==> src/rtl/signed_threshold_debounce_pkg.sv <==
// Shared types and helpers for the signed threshold debounce block.
package signed_threshold_debounce_pkg;

    // Debounce FSM state encoding, fixed so it can be probed from outside.
    typedef enum logic [1:0] {
        LOW     = 2'd0,
        RISING  = 2'd1,
        HIGH    = 2'd2,
        FALLING = 2'd3
    } state_e;

    // Width of a counter that must hold values 0..debounce.
    function automatic int cntWidth(input int debounce);
        return (debounce < 1) ? 1 : $clog2(debounce + 1);
    endfunction

endpackage

==> src/rtl/signed_threshold_debounce_ge.sv <==
// Combinational two's-complement compare: O = (I0 >= I1).
module signed_ge #(
    parameter int WIDTH = 2
) (
    input  logic [WIDTH-1:0] I0,
    input  logic [WIDTH-1:0] I1,
    output logic             O
);

    logic [WIDTH-1:0] diff;
    logic             ovf;

    // The subtraction can overflow when the operand signs differ; in that case
    // the difference sign is inverted, so the true sign is msb XOR overflow.
    always_comb begin
        diff = I0 - I1;
        ovf  = (I0[WIDTH-1] ^ I1[WIDTH-1]) & (I0[WIDTH-1] ^ diff[WIDTH-1]);
        O    = ~(diff[WIDTH-1] ^ ovf);
    end

endmodule

==> src/rtl/signed_threshold_debounce.sv <==
// Registered signed threshold detector with a counting debounce FSM and
// one-cycle RISE/FALL pulses on each change of the debounced level.
module signed_threshold_debounce
    import signed_threshold_debounce_pkg::*;
#(
    parameter int WIDTH    = 2,
    parameter int DEBOUNCE = 3
) (
    input  logic             CLK,
    input  logic             ASYNCRESET,
    input  logic [WIDTH-1:0] I,
    input  logic [WIDTH-1:0] THRESH,
    input  logic             VALID,
    output logic             O,
    output logic             RISE,
    output logic             FALL
);

    localparam int            CW    = cntWidth(DEBOUNCE);
    localparam logic [CW-1:0] DEB_C = CW'(DEBOUNCE);

    logic          geComb;
    logic          ge_q;
    logic          v_q;
    state_e        state_q, state_d;
    logic [CW-1:0] cnt_q, cnt_d, cntInc;
    logic          o_q, o_d;
    logic          rise_q, rise_d;
    logic          fall_q, fall_d;

    signed_ge #(.WIDTH(WIDTH)) uGe (
        .I0(I),
        .I1(THRESH),
        .O (geComb)
    );

    // Stage 1: register the compare result and its qualifier every cycle.
    always_ff @(posedge CLK or posedge ASYNCRESET) begin
        if (ASYNCRESET) begin
            ge_q <= 1'b0;
            v_q  <= 1'b0;
        end else begin
            ge_q <= geComb;
            v_q  <= VALID;
        end
    end

    // Stage 2 next-state: only qualified samples advance or break a run.
    always_comb begin
        state_d = state_q;
        cnt_d   = cnt_q;
        rise_d  = 1'b0;
        fall_d  = 1'b0;
        cntInc  = cnt_q + CW'(1);
        if (v_q) begin
            case (state_q)
                LOW: begin
                    if (ge_q) begin
                        if (DEBOUNCE == 1) begin
                            state_d = HIGH;
                            rise_d  = 1'b1;
                            cnt_d   = '0;
                        end else begin
                            state_d = RISING;
                            cnt_d   = CW'(1);
                        end
                    end else begin
                        cnt_d = '0;
                    end
                end
                RISING: begin
                    if (ge_q) begin
                        if (cntInc == DEB_C) begin
                            state_d = HIGH;
                            rise_d  = 1'b1;
                            cnt_d   = '0;
                        end else begin
                            cnt_d = cntInc;
                        end
                    end else begin
                        state_d = LOW;
                        cnt_d   = '0;
                    end
                end
                HIGH: begin
                    if (!ge_q) begin
                        if (DEBOUNCE == 1) begin
                            state_d = LOW;
                            fall_d  = 1'b1;
                            cnt_d   = '0;
                        end else begin
                            state_d = FALLING;
                            cnt_d   = CW'(1);
                        end
                    end else begin
                        cnt_d = '0;
                    end
                end
                FALLING: begin
                    if (!ge_q) begin
                        if (cntInc == DEB_C) begin
                            state_d = LOW;
                            fall_d  = 1'b1;
                            cnt_d   = '0;
                        end else begin
                            cnt_d = cntInc;
                        end
                    end else begin
                        state_d = HIGH;
                        cnt_d   = '0;
                    end
                end
                default: begin
                    state_d = LOW;
                    cnt_d   = '0;
                end
            endcase
        end
        o_d = (state_d == HIGH) || (state_d == FALLING);
    end

    // Stage 2 register: state, counter and all outputs update together.
    always_ff @(posedge CLK or posedge ASYNCRESET) begin
        if (ASYNCRESET) begin
            state_q <= LOW;
            cnt_q   <= '0;
            o_q     <= 1'b0;
            rise_q  <= 1'b0;
            fall_q  <= 1'b0;
        end else begin
            state_q <= state_d;
            cnt_q   <= cnt_d;
            o_q     <= o_d;
            rise_q  <= rise_d;
            fall_q  <= fall_d;
        end
    end

    assign O    = o_q;
    assign RISE = rise_q;
    assign FALL = fall_q;

endmodule

==> config.mk <==
export PLATFORM = sky130hd
export DESIGN_NAME = signed_threshold_debounce
export DESIGN_NICKNAME = d
export VERILOG_FILES = /design/src/rtl/signed_threshold_debounce_pkg.sv /design/src/rtl/signed_threshold_debounce_ge.sv /design/src/rtl/signed_threshold_debounce.sv
export SDC_FILE = /design/constraint.sdc
export NUM_CORES = 1
export LEC_CHECK = 0
export ABC_AREA = 1
export CAP_MARGIN = 20
export CORE_AREA = 8 8 45 47
export CTS_BUF_LIST = sky130_fd_sc_hd__clkbuf_4 sky130_fd_sc_hd__clkbuf_8 sky130_fd_sc_hd__clkbuf_16
export CTS_CLUSTER_DIAMETER = 50
export DETAILED_ROUTE_END_ITERATION = 8
export DIE_AREA = 0 0 53 55
export PLACE_DENSITY_LB_ADDON = 0.1
export RECOVER_POWER = 100
export SYNTH_ARGS = -nofsm -noshare
export SYNTH_HDL_FRONTEND = slang
export SYNTH_SLANG_ARGS = --single-unit
==> constraint.sdc <==
create_clock -name CLK -period 2.35 [get_ports CLK]
set_input_delay 0.3525 -clock CLK [delete_from_list [all_inputs] [get_ports CLK]]
set_output_delay 0.3525 -clock CLK [all_outputs]
set_load 0.005 [all_outputs]
==> results of run 1 <==
-- sequential cells by signal, indices dropped and copies added, names as in the netlist --
register	cells
FALL	1
O	1
v_q	1
cnt_q	2
state_q	2
ge_q	1
RISE	1
-- cell usage in the layout, fill, tap and decap left out --
cell type,netlist,routed
fa_1,1,1
dfrtp_1,9,9
dlygate4sd3_1,0,6
o21ai_0,1,1
nor2_1,5,5
clkdlybuf4s50_1,0,3
inv_1,11,11
nand2_1,13,13
nand4_1,1,1
clkbuf_4,0,4
nand3_1,5,5
-- area by class of cell --
class | instances | area [sq um] | area share (%)
timing repair buffer | 9 | 90.09 | 16.98
inverter | 11 | 41.29 | 7.783
clock buffer | 4 | 30.03 | 5.660
multi-input combinational | 26 | 123.9 | 23.35
tap | 16 | 20.02 | 3.774
sequential | 9 | 225.2 | 42.45
-- where the power goes --
group	internal, W	switching (W)	total [W]
Sequential	0.000190	0.0000284	0.000219
Combinational	0.0000446	0.0000556	0.000100
Clock	0.0000766	0.0000485	0.000125
-- metrics by stage --
step | hold WS [ns] | cells | area [sq um] | utilization (%) | power (W)
finish | 0.4880 | 75 | 530.5 | 38.34 | 0.0004440
global route | 0.5282 | 75 | 530.5 | 38.34 | 0.0004875
CTS | 0.3564 | 75 | 530.5 | 38.34 | 0.0004577
detailed placement | 0.5149 | 71 | 500.5 | 36.17 | 0.0003277
global placement | 0.5214 | 71 | 500.5 | 36.17 | 0.0003285
floorplan | 0.1804 | 46 | 390.4 | - | 0.0002823
-- final timing paths --
path | depth (start not counted) | to | from | slack (ns)
worst max-delay path | 1 | O | O | 0.82
worst min-delay path | 2 | state_q[1] | ASYNCRESET | 0.49
worst max register to register | 5 | O | cnt_q[1] | 1.43
worst min register to register | 2 | cnt_q[0] | cnt_q[0] | 0.53
max in group asynchronous | 2 | cnt_q[1] | ASYNCRESET | 1.62
min in group CLK | 2 | cnt_q[0] | cnt_q[0] | 0.53
-- logic make-up (layout without fill, tap and decap cells) --
family / Yosys count / after routing / synth area share (%)
compound gates: 1 / 1 / 1.281
fa+ha+maj: 1 / 1 / 5.128
buf+inv: 11 / 24 / 10.58
flops: 9 / 9 / 57.69
simple gates: 24 / 24 / 25.32
-- routing by layer --
metal / part of all wire [%] / vias up
li1: - / 160
met5: 0 / -
met1: 48 / 131
met4: 0 / 0
met2: 45 / 7
met3: 6.6 / 0
==> results.cfg, run 1 <==
[critical_path]
cp_max_fo = 1
cp_slowest_stage_delay_ns = 0.57
crit_chain = dlygate4sd3_1
critPathKind = reg2out
cp.arrival_ns = 1.17
slowest_stage = dlygate4sd3_1
critPathBufInv = 1
cp-start-kind = register
critPathCaptureType = primary output
cpLargestDelayFamily = buffers and inverters
cp.required_ns = 2.00

[timing]
fin_ws_ns = 0.8244
finalHoldViolCount = 0
slew_viol_final = 0
min_period_ns = 1.526
clock.fmax_ghz = 0.6555
max_slew_margin_pct = 78.31
rsz0062_at_grt = false
setup_viol = 0
worstMarginPinSlew_ns = 0.3250
tns_ns = 0
fin_worst_skew_ns = 0.001001
min_period_over_period_pct = 64.92

[logic_synthesis]
ys_seq_elements = 9
synth-async-reset-ratio_pct = 100.0
synth_cell_types = 8
yosys-top-cells-area = dfrtp_1, nand2_1, inv_1
synth_top_cell_area_share_pct = 57.69
syn_nets = 54
synth-main-ff-cell = dfrtp_1
synth_top_area_cell = dfrtp_1
synth_commonest_cells = nand2_1, inv_1, dfrtp_1
syn_inst = 46
syn_avg_cell_area_sq_um = 8.486
synth_edf_count = 0
syn_area_sq_um = 390.4
yosysWarnings = 0
yosysMostFrequentCell = nand2_1
yosysSeqAreaShare_pct = 57.69

[routing]
vias = 298
dr.pass1.iters = 3
wl_per_cell_microns = 8.480
routed_wl_microns = 636
drt-initial-drc-count = 4
post_drt_via_cell_ratio = 3.973
drc = 0
ant_nets = 0

[clock_network]
cts_tree = yes
cts_root_buf = clkbuf_4
clock_sinks = 9
numCtsBuffers = 3
clkLatencyLatePin_ns = 0.25
htreeDepth = 1
holdBufCountCts = 0
ctsResizeCount = 0
clk_path_buf_depth = 2
path_clk_slew_ns = 0.06
cts_setup_buffers = 0

[die]
rows = 14
start_util_pct = 28.21
die_y_microns = 55
top_level_ports = 10
dieArea_sq_um = 2915
core_sq_um = 1384
die_w_microns = 53

[global_route]
grt_usage_pct = 5.681
grt-ovfl-total = 0
grt_start_max_net_pins = 10
use_met1_pct = 6.864
antenna_found_initial = 0
grt_pass1_vias = 295
grt_util_met3_pct = 2.406
busiest_layer = met2
use_met2_pct = 7.422
grt_pass1_wl_microns = 1179

[placement]
dp_hpwl_microns = 506.8
dp_slack_ns = 0.9915
io_buffers = 9
place_congestion = 0.7245

[run]
maxCapViolCount = 0

[cells_and_area]
syn_to_final_growth_pct = 35.90
final_nets = 68
layout-drive-gt1-share_pct = 6.780
insertedDiodeCount = 0
n_fill_cell = 145

[pwr]
p_leak_nw = 0.2941
ir_drop_mv = 0.4466
power_density_nw_per_um2 = 837.0

[hold_path]
hold_path.class = in2async

[run_status]
status = finished, final reports clean
No activity file was read; power rests on OpenSTA's default activity.
==> run 2, diff against run 1 <==
Clock period 2.35 ns to 1.35 ns, I/O delays scaled along.
==> results.cfg, run 2 (synthesis gave the netlist of run 1 again) <==
[clock_network]
clk_path_buf_depth = 2
htreeDepth = 1
cts_root_buf = clkbuf_4
cts_tree = yes
cts_setup_buffers = 0
path_clk_slew_ns = 0.06
numCtsBuffers = 3
clkLatencyLatePin_ns = 0.25
holdBufCountCts = 0
clock_sinks = 9
ctsResizeCount = 0

[routing]
post_drt_via_cell_ratio = 4.067
ant_nets = 0
dr.pass1.iters = 4
vias = 305
routed_wl_microns = 687
drc = 0
wl_per_cell_microns = 9.160
drt-initial-drc-count = 7

[critical_path]
critPathCaptureType = primary output
critPathBufInv = 1
cp.arrival_ns = 1.07
slowest_stage = clkdlybuf4s50_1
cpLargestDelayFamily = buffers and inverters
cp_max_fo = 1
cp.required_ns = 1.15
critPathKind = reg2out
cp-start-kind = register
crit_chain = clkdlybuf4s50_1
cp_slowest_stage_delay_ns = 0.49

[die]
rows = 14
die_w_microns = 53
dieArea_sq_um = 2915
start_util_pct = 28.21
top_level_ports = 10
core_sq_um = 1384
die_y_microns = 55

[cells_and_area]
insertedDiodeCount = 0
layout-drive-gt1-share_pct = 6.780
syn_to_final_growth_pct = 35.90
top_regs = cnt_q (2), state_q (2)
final_common_cell = nand2_1
final_cell_mix = nand2_1, inv_1, dfrtp_1
utilization_pct = 38.34
layout.cells.non_filler = 75
finish.instance_area_sq_um = 530.5
final_nets = 68

[timing]
clock.fmax_ghz = 0.7884
slew_viol_final = 0
worstMarginPinSlew_ns = 0.3414
whs_ns = 0.3428
max_slew_margin_pct = 77.22
rsz0062_at_grt = false
finalHoldViolCount = 0
setup_viol = 0
fin_worst_skew_ns = 0.004201
min_period_ns = 1.268
tns_ns = 0
min_period_over_period_pct = 93.96

[run_status]
status = finished, final reports clean

[placement]
placed_cell_area_sq_um = 500.5
place_congestion = 0.7245
dpl.cell_count = 71
dp_hpwl_microns = 536.9
io_buffers = 9

[pwr]
ir_drop_mv = 0.6852
power_density_nw_per_um2 = 1476
p_leak_nw = 0.2857

[global_route]
grt_start_max_net_pins = 10
grt_pass1_wl_microns = 1228
antenna_found_initial = 0
grt_pass1_vias = 288
grt-ovfl-total = 0
grt_usage_pct = 6.002

[hold_path]
hold_path.class = in2async

[run]
maxCapViolCount = 0
[run 2: cell types whose count changed in the layout (fill, tap and decap cells not counted)]
cell,change
clkdlybuf4s50_1,+3
dlygate4sd3_1,-3
[run 2: layout make-up]
| type | instances | area (sq um) |
|---|---|---|
| timing repair buffer | 9 | 90.09 |
| inverter | 11 | 41.29 |
| tap | 16 | 20.02 |
| fill | 145 | 853.3 |
| sequential | 9 | 225.2 |
| clock buffer | 4 | 30.03 |
| multi-input combinational | 26 | 123.9 |
[run 2: worst paths after layout]
| check | from | endpoint | slack [ns] | cells after the start |
|---|---|---|---|---|
| worst max register to register | cnt_q[1] | state_q[1] | 0.40 | 5 |
| worst min register to register | state_q[1] | FALL | 0.53 | 2 |
| max in group asynchronous | ASYNCRESET | cnt_q[0] | 0.75 | 2 |
| min in group CLK | VALID | v_q | 0.50 | 1 |
| worst max-delay path | FALL | FALL | 0.08 | 1 |
| worst min-delay path | ASYNCRESET | cnt_q[1] | 0.34 | 2 |
[run 2: per-stage QoR]
stage	setup WS, ns	total power (W)
floorplan	0.5247	0.0004915
global placement	0.1564	0.0005718
detailed placement	0.1463	0.0005728
CTS	0.06455	0.0007998
global route	0.03141	0.0008604
finish	0.08156	0.0007828
[run 2: worst register-to-register path: cells and delay by family (launching register included)]
family	cells	cell delay, ns
DFF	1	0.43
buffers and inverters	1	0.04
and+or+nand+nor	4	0.37
[run 2: report_power, final]
part / switching, W / total (W) / internal (W) / leakage [nW]
clock network: 0.0000858 / 0.000219 / 0.000133 / 0.0184
logic: 0.0000981 / 0.000181 / 0.0000830 / 0.153
registers: 0.0000510 / 0.000382 / 0.000331 / 0.114
[run 2: routing by layer]
layer | vias to the layer above | GRT usage [%] | routed length [microns]
li1 | 162 | - | -
met1 | 133 | 6.832 | 316
met2 | 10 | 8.594 | 308
met3 | 0 | 4.813 | 62
met4 | 0 | 1.293 | 0
met5 | - | 0 | 0
==> run 3, diff against run 2 <==
==> constraint.sdc (replaced) <==
create_clock -name CLK -period 1.35 [get_ports CLK]
set_input_delay 0.2025 -clock CLK [delete_from_list [all_inputs] [get_ports CLK]]
set_output_delay 0.2025 -clock CLK [all_outputs]
set_load 0.1 [all_outputs]
==> results.cfg, run 3 (synthesis gave the netlist of run 1 again) <==
[run_status]
status = finished, final reports clean

[routing]
wl_per_cell_microns = 9.187
vias = 316
ant_nets = 0
routed_wl_microns = 689
drt-initial-drc-count = 6
dr.pass1.iters = 5
post_drt_via_cell_ratio = 4.213
drc = 0

[clock_network]
cts_root_buf = clkbuf_4
ctsResizeCount = 0
clk_path_buf_depth = 2
numCtsBuffers = 3
htreeDepth = 1
cts_tree = yes
cts_setup_buffers = 0
path_clk_slew_ns = 0.06
clkLatencyLatePin_ns = 0.26
holdBufCountCts = 0
clock_sinks = 9

[die]
core_sq_um = 1384
die_w_microns = 53
dieArea_sq_um = 2915
top_level_ports = 10
die_y_microns = 55
start_util_pct = 28.21
rows = 14

[critical_path]
critPathCaptureType = primary output
critPathKind = reg2out
critPathBufInv = 1
cp-start-kind = register
cpLargestDelayFamily = flip-flops
cp_slowest_stage_delay_ns = 0.32
cp_max_fo = 1
slowest_stage = dfrtp_1
cp.arrival_ns = 0.90
crit_chain = clkbuf_4
cp.required_ns = 1.15

[global_route]
grt_pass1_wl_microns = 1228
grt_start_max_net_pins = 10
grt_usage_pct = 5.840
grt-ovfl-total = 0
antenna_found_initial = 0
grt_pass1_vias = 308

[timing]
rsz0062_at_grt = false
fin_worst_skew_ns = 0.005986
min_period_ns = 1.098
worstMarginPinSlew_ns = 0.3508
slew_viol_final = 0
min_period_over_period_pct = 81.33
clock.fmax_ghz = 0.9108
max_slew_margin_pct = 76.59
tns_ns = 0
setup_viol = 0
finalHoldViolCount = 0

[cells_and_area]
top_regs = cnt_q (2), state_q (2)
utilization_pct = 39.60
final_nets = 68
final_common_cell = nand2_1
insertedDiodeCount = 0
final_cell_mix = nand2_1, inv_1, dfrtp_1
syn_to_final_growth_pct = 40.38
layout-drive-gt1-share_pct = 11.86

[pwr]
ir_drop_mv = 0.7086
power_density_nw_per_um2 = 1634
p_leak_nw = 0.2961

[placement]
dp_hpwl_microns = 534
io_buffers = 9
place_congestion = 0.7790

[hold_path]
hold_path.class = in2async

[run]
maxCapViolCount = 0
-- run 3: area by class of cell --
type	count	area, sq um
Fill cell	146	835.8
Sequential cell	9	225.2
Multi-Input combinational cell	26	123.9
Timing Repair Buffer	9	107.6
Inverter	11	41.29
Clock buffer	4	30.03
Tap cell	16	20.02
-- run 3: final timing paths --
kind	slack [ns]	cells past startpoint	endpoint	startpoint
setup reg to reg	0.40	5	O	state_q[0]
hold reg to reg	0.54	2	FALL	state_q[1]
setup / recovery	0.25	1	O	O
hold / removal	0.34	2	ge_q	ASYNCRESET
min in group CLK	0.50	1	v_q	VALID
max in group asynchronous	0.75	2	FALL	ASYNCRESET
-- run 3: routing by layer --
layer	share of wire, %	GRT usage, %	vias up
li1	-	-	162
met1	47	6.843	137
met2	44	8.008	13
met3	7.4	3.209	4
met4	1.7	3.879	0
met5	0	0	-
-- run 3: power breakdown --
| part | leakage (nW) | switching [W] | internal, W |
|---|---|---|---|
| Combinational | 0.164 | 0.000205 | 0.0000779 |
| Clock | 0.0184 | 0.0000941 | 0.000134 |
| Sequential | 0.114 | 0.0000533 | 0.000331 |
-- run 3: through the flow --
step | worst slack (ns) | cells | instance area (sq um) | hold WS, ns | total power, W
6_report | 0.2521 | 75 | 548.0 | 0.3387 | 0.0008957
4_1_cts | 0.3127 | 75 | 560.5 | 0.2085 | 0.0009564
2_1_floorplan | 0.2642 | 46 | 390.4 | 0.03042 | 0.0005981
5_1_grt | 0.2145 | 75 | 548.0 | 0.3962 | 0.0009512
3_3_place_gp | 0.1557 | 71 | 530.5 | 0.4936 | 0.0007216
3_5_place_dp | 0.1494 | 71 | 530.5 | 0.4911 | 0.0007225
